### config.mk
export PLATFORM = sky130hd
export DESIGN_NAME = pop_count_seq_flat
export DESIGN_NICKNAME = d
export VERILOG_FILES = /design/src/rtl/pop_count_seq_if.sv /design/src/rtl/pop_count_seq.sv /design/src/flat_wrapper.sv
export SDC_FILE = /design/constraint.sdc
export NUM_CORES = 1
export LEC_CHECK = 0
export BUFFER_PORTS_ARGS = -buffer_cell sky130_fd_sc_hd__buf_2
export CAP_MARGIN = 30
export CORE_UTILIZATION = 45
export DETAILED_ROUTE_END_ITERATION = 8
export HOLD_SLACK_MARGIN = 0.15
export PLACE_DENSITY = 0.69
export SKIP_CTS_REPAIR_TIMING = 1
export SLEW_MARGIN = 30
export SYNTH_ARGS = -nofsm -noshare
export SYNTH_HDL_FRONTEND = slang
export SYNTH_SLANG_ARGS = --single-unit
### constraint.sdc
create_clock -name clk -period 4.6 [get_ports clk]
set_input_delay 0.46 -clock clk [delete_from_list [all_inputs] [get_ports clk]]
set_output_delay 0.46 -clock clk [all_outputs]
set_load 0.01 [all_outputs]
### src/rtl/pop_count_seq_if.sv
// Start/done handshake bundle for the sequential population counter.
// The master side issues operands and a decision mode; the slave side reports the result.
interface pop_count_seq_if #(
    parameter int WIDTH = 16
);
    localparam int CW = $clog2(2 * WIDTH + 1);

    logic             start;
    logic [WIDTH-1:0] g;
    logic [WIDTH-1:0] a;
    logic [1:0]       mode;
    logic [CW-1:0]    thresh;
    logic             busy;
    logic             done;
    logic [CW-1:0]    count;
    logic             enable;

    modport master (
        output start, g, a, mode, thresh,
        input  busy, done, count, enable
    );

    modport slave (
        input  start, g, a, mode, thresh,
        output busy, done, count, enable
    );
endinterface

### src/rtl/pop_count_seq.sv
// Multi-cycle population counter over two WIDTH-bit operands, CHUNK bits of each per cycle,
// with a mode-selected parity/threshold decision driving enable.
module pop_count_seq #(
    parameter int WIDTH = 16,
    parameter int CHUNK = 4
) (
    input  logic           clk,
    input  logic           rst,
    pop_count_seq_if.slave bus
);
    localparam int N  = WIDTH / CHUNK;
    localparam int CW = $clog2(2 * WIDTH + 1);
    localparam int IW = (N > 1) ? $clog2(N) : 1;

    typedef enum logic [1:0] {
        IDLE,
        COUNT,
        DONE
    } state_t;

    state_t           state_q;
    logic [WIDTH-1:0] g_q;
    logic [WIDTH-1:0] a_q;
    logic [1:0]       mode_q;
    logic [CW-1:0]    thresh_q;
    logic [CW-1:0]    acc_q;
    logic [CW-1:0]    count_q;
    logic [IW-1:0]    idx_q;
    logic             busy_q;
    logic             done_q;
    logic             enable_q;

    logic [2*CHUNK-1:0] chunk_bits;
    logic [CW-1:0]      chunk_sum;
    logic [CW-1:0]      sum_d;
    logic               enable_d;

    assign chunk_bits = {g_q[idx_q*CHUNK +: CHUNK], a_q[idx_q*CHUNK +: CHUNK]};

    // One 2*CHUNK-input adder; acc never exceeds 2*WIDTH so CW bits cannot overflow.
    always_comb begin
        chunk_sum = '0;
        for (int i = 0; i < 2 * CHUNK; i++) begin
            chunk_sum = chunk_sum + CW'(chunk_bits[i]);
        end
    end

    assign sum_d = acc_q + chunk_sum;

    always_comb begin
        enable_d = 1'b0;
        case (mode_q)
            2'b00:   enable_d = sum_d[0];
            2'b01:   enable_d = ~sum_d[0];
            2'b10:   enable_d = (sum_d >= thresh_q);
            default: enable_d = (sum_d == thresh_q);
        endcase
    end

    always_ff @(posedge clk) begin
        if (rst) begin
            state_q  <= IDLE;
            g_q      <= '0;
            a_q      <= '0;
            mode_q   <= '0;
            thresh_q <= '0;
            acc_q    <= '0;
            count_q  <= '0;
            idx_q    <= '0;
            busy_q   <= 1'b0;
            done_q   <= 1'b0;
            enable_q <= 1'b0;
        end else begin
            case (state_q)
                IDLE: begin
                    if (bus.start) begin
                        g_q      <= bus.g;
                        a_q      <= bus.a;
                        mode_q   <= bus.mode;
                        thresh_q <= bus.thresh;
                        acc_q    <= '0;
                        idx_q    <= '0;
                        enable_q <= 1'b0;
                        busy_q   <= 1'b1;
                        state_q  <= COUNT;
                    end
                end
                COUNT: begin
                    acc_q <= sum_d;
                    idx_q <= idx_q + 1'b1;
                    if (idx_q == IW'(N - 1)) begin
                        count_q  <= sum_d;
                        enable_q <= enable_d;
                        done_q   <= 1'b1;
                        state_q  <= DONE;
                    end
                end
                DONE: begin
                    done_q  <= 1'b0;
                    busy_q  <= 1'b0;
                    state_q <= IDLE;
                end
                default: state_q <= IDLE;
            endcase
        end
    end

    assign bus.busy   = busy_q;
    assign bus.done   = done_q;
    assign bus.count  = count_q;
    assign bus.enable = enable_q;
endmodule

### src/flat_wrapper.sv
// flat-port wrapper written by rule: the top's interface ports become plain ports
module pop_count_seq_flat 
#(
    parameter int WIDTH = 16,
    parameter int CHUNK = 4
)
  (clk, rst, bus_start, bus_g, bus_a, bus_mode, bus_thresh, bus_busy, bus_done, bus_count, bus_enable);
  pop_count_seq_if #(.WIDTH(WIDTH)) bus_i ();
  input  logic clk;
  input  logic rst;
  input wire logic [$bits(bus_i.start)-1:0] bus_start;
  input wire logic [$bits(bus_i.g)-1:0] bus_g;
  input wire logic [$bits(bus_i.a)-1:0] bus_a;
  input wire logic [$bits(bus_i.mode)-1:0] bus_mode;
  input wire logic [$bits(bus_i.thresh)-1:0] bus_thresh;
  output wire logic [$bits(bus_i.busy)-1:0] bus_busy;
  output wire logic [$bits(bus_i.done)-1:0] bus_done;
  output wire logic [$bits(bus_i.count)-1:0] bus_count;
  output wire logic [$bits(bus_i.enable)-1:0] bus_enable;
  assign bus_i.start = bus_start;
  assign bus_i.g = bus_g;
  assign bus_i.a = bus_a;
  assign bus_i.mode = bus_mode;
  assign bus_i.thresh = bus_thresh;
  assign bus_busy = bus_i.busy;
  assign bus_done = bus_i.done;
  assign bus_count = bus_i.count;
  assign bus_enable = bus_i.enable;
  pop_count_seq #(.WIDTH(WIDTH), .CHUNK(CHUNK)) u_core (.clk(clk), .rst(rst), .bus(bus_i));
endmodule
==> flow_metrics.py <==
metrics = {
    "run_status": {
        "status": "completed",
    },
    "setup_path": {
        "crit_fanout": 5,
        "endpoint": "u_core.bus.enable",
        "startpoint": "u_core.idx_q[0]",
        "r2r_slack_ns": 0.16,
        "worstPathArrival_ns": 4.66,
        "crit_type": "flip-flop to flip-flop",
        "cp_data_required_time_ns": 4.83,
        "r2r-start": "u_core.idx_q[0]",
        "r2r_cells": 14,
        "endpoint_kind": "flip-flop",
        "critPathLaunchType": "flip-flop",
        "rr_endpoint": "u_core.bus.enable",
    },
    "logic_synthesis": {
        "synth_edf_count": 0,
        "syn-num-nets": 397,
        "synth_top_cell_by_area": "dfxtp_1",
        "synth_warnings": 0,
        "syn_area_per_cell_sq_um": 8.535,
        "synth.area.top_cells": "dfxtp_1 (42%), nand2_1 (12%), a21oi_1 (9.0%), ha_1 (8.4%), mux4_2 (6.4%)",
        "async_flop_share_pct": 0,
        "ys_types": 39,
        "synthesis.area_sq_um": 2825,
        "yosysSeqAreaShare_pct": 41.81,
        "yosys_register_bits": 59,
        "postSynthCellCount": 331,
        "synth_top_area_share_pct": 41.81,
        "postSynth.topFlopCell": "dfxtp_1",
    },
    "grt": {
        "grt_pass1_wl_mm": 10.33,
        "groute.layer.met2.usage_pct": 32.61,
        "grt_max_degree": 62,
        "grt_util_all_layers_pct": 21.06,
        "use_met3_pct": 4.270,
        "overflow": 0,
        "use_met1_pct": 27.42,
        "antenna_found_initial": 0,
        "grt_pass1_vias": 2246,
        "grt_busiest_layer": "met2",
    },
    "die": {
        "fp.dieW_microns": 81.24,
        "dieArea_sq_um": 6599,
        "start_util_pct": 47.16,
        "boundaryPins": 52,
        "fp.dieH_microns": 81.24,
        "core_region_area_sq_um": 5991,
        "num_rows": 28,
    },
    "drt": {
        "vias": 2425,
        "drc": 0,
        "first_iter_violations": 167,
        "drtAntennaViolNets": 0,
        "vias_per_cell": 5.260,
        "wire_per_inst_microns": 13.39,
        "drtPass1Iterations": 4,
        "route.final.wire_length_mm": 6.174,
    },
    "timing": {
        "hold_violations": 0,
        "clock_skew_ns": 0.005166,
        "slew_violations": 0,
        "report.final.setup_viol": 0,
        "fmax_mhz": 225.4,
        "fin_crit_sh_pct": 96.43,
        "period_minus_slack_ns": 4.436,
        "hold_ws_ns": 0.3479,
        "tightestPinTransition_ns": 0.7457,
        "worst_slack_ns": 0.1641,
        "slew_headroom_pct": 49.96,
    },
    "placement": {
        "port_buffers": 51,
        "place.gp.congestion": 0.7979,
        "dp_hpwl_mm": 4.223,
        "post-place-ws_ns": -0.04618,
    },
    "power_and_ir_drop": {
        "swShare_pct": 26.94,
        "combPwrFrac_pct": 18.2,
        "power_density_nw_per_um2": 378.0,
        "peakVddDrop_mv": 0.3010,
        "p_leak_nw": 1.467,
        "p_int_uw": 943.7,
        "clock_power_share_pct": 38.8,
        "finalPower_mw": 1.292,
        "seq_power_share_pct": 43.0,
        "switchingPower_uw": 348.0,
    },
    "layout": {
        "syn2layout_area_growth_pct": 20.95,
        "final_nets": 447,
        "n_antenna_cell": 0,
        "drive_above_1_share_pct": 23.83,
    },
    "run": {
        "cap_violations": 0,
    },
    "clock_network": {
        "htree_levels": 3,
        "cts-root-buf": "clkbuf_8",
        "worstSkewPairLatency_ns": 0.34,
        "cts_tree": "yes",
        "clk_pin_slew_ns": 0.07,
        "numCtsBuffers": 9,
        "cts_sinks": 59,
        "clockBufferDepth": 2,
    },
    "min_path": {
        "min_path_type": "input port to flip-flop",
    },
}
-- cells in the mapped netlist, types with 2 or more instances --
library cell / number
a211oi_1: 3
nand3_1: 6
nor3b_1: 2
mux4_2: 8
nor2b_1: 2
ha_1: 19
a22oi_1: 4
a21oi_1: 51
nand2_1: 89
and3_1: 2
buf_1: 2
nand3b_1: 4
dfxtp_1: 59
nor2_1: 15
clkbuf_1: 17
a21o_1: 2
inv_1: 11
o21ai_0: 4
a221o_1: 2
a31oi_1: 2
fa_1: 4
or3_1: 3
xnor2_1: 3
nor3_1: 2
-- power groups by stage --
stage / Clock [mW] / Combinational, mW / Sequential [mW]
after global routing: 0.531 / 0.270 / 0.558
after CTS: 0.509 / 0.221 / 0.555
final: 0.501 / 0.235 / 0.555
after floorplan: 0 / 0.163 / 0.560
after detailed placement: 0 / 0.219 / 0.566
after global placement: 0 / 0.213 / 0.566
-- critical path, cell delays in order, from the launching register on --
cell	delay [ns]
dfxtp_4	0.37
mux4_2	0.54
ha_4	0.26
fa_1	0.45
fa_1	0.51
fa_2	0.46
ha_4	0.19
a21o_1	0.19
a221o_1	0.39
nor2_2	0.14
xnor2_1	0.07
ha_1	0.33
and4_1	0.21
a21oi_1	0.12
o21ai_0	0.09
-- cell type report --
cell class | instances | area [sq um]
clock buffers | 12 | 165.2
flip-flops and latches | 59 | 1185
repair buffers | 59 | 321.6
well taps | 75 | 93.84
multi-input cells | 241 | 1563
fillers | 555 | 2574
inverters | 11 | 41.29
clock inverters | 4 | 47.55
-- per-stage QoR --
stage | cells | area, sq um | util, % | setup TNS [ns]
6_report | 461 | 3417 | 57.04 | 0
5_1_grt | 461 | 3417 | 57.04 | -0.008302
4_1_cts | 459 | 3364 | 56.16 | -0.05341
3_5_place_dp | 443 | 3152 | 52.61 | -0.04618
3_3_place_gp | 443 | 3149 | 52.57 | 0
2_1_floorplan | 331 | 2838 | - | 0
-- state kept, by name, indices dropped and copies added, names as in the netlist, 2 cells and up --
signal            cells
u_core.thresh_q       6
u_core.a_q           16
u_core.bus.count      6
u_core.idx_q          2
u_core.mode_q         2
u_core.g_q           16
u_core.acc_q          6
u_core.state_q        2
-- how the worst min path moves through the flow --
stage / start / to / slack [ns] / depth (start not counted)
finish: bus_g[10] / u_core.g_q[10] / 0.35 / 3
global route: bus_g[11] / u_core.g_q[11] / 0.35 / 3
CTS: bus_g[11] / u_core.g_q[11] / 0.34 / 3
detailed placement: u_core.a_q[15] / u_core.a_q[15] / 0.44 / 2
global placement: u_core.bus.count[1] / u_core.bus.count[1] / 0.44 / 2
floorplan: u_core.a_q[10] / u_core.a_q[10] / 0.43 / 2
-- cell usage in the layout (no fill, tap or decap), types with 2 or more instances in the layout --
cell / Yosys / routed
nor3_1: 2 / 2
clkbuf_8: 0 / 12
clkinv_2: 0 / 2
a211oi_1: 3 / 3
mux4_2: 8 / 8
ha_1: 19 / 17
xnor2_1: 3 / 3
buf_2: 1 / 50
fa_2: 0 / 2
nor2_1: 15 / 14
o21ai_0: 4 / 4
nor2b_1: 2 / 2
nand3_1: 6 / 6
nand2_1: 89 / 89
a221o_1: 2 / 2
a22oi_1: 4 / 4
and3_1: 2 / 2
dfxtp_1: 59 / 58
nor3b_1: 2 / 2
ha_4: 0 / 2
a21o_1: 2 / 2
buf_4: 0 / 8
fa_1: 4 / 2
or3_1: 3 / 3
a31oi_1: 2 / 2
a21oi_1: 51 / 50
inv_1: 11 / 11
nand3b_1: 4 / 4
-- layer usage --
layer / share of wire (%) / wire length, microns
met1: 48 / 2952
met2: 46 / 2845
met3: 3.8 / 234
met4: 2.3 / 142
met5: 0 / 0
-- cell families (layout without fill, tap and decap cells) --
| kind of cell | Yosys count | in the layout | synth area share [%] |
|---|---|---|---|
| buf+inv | 31 | 86 | 4.163 |
| compound gates | 73 | 73 | 14.66 |
| fa+ha+maj | 23 | 23 | 11.25 |
| flops | 59 | 59 | 41.81 |
| xor+xnor | 4 | 4 | 1.240 |
| mux | 8 | 8 | 6.377 |
| simple gates | 133 | 133 | 20.51 |
Note: power is estimated with default switching activity, not from simulation.
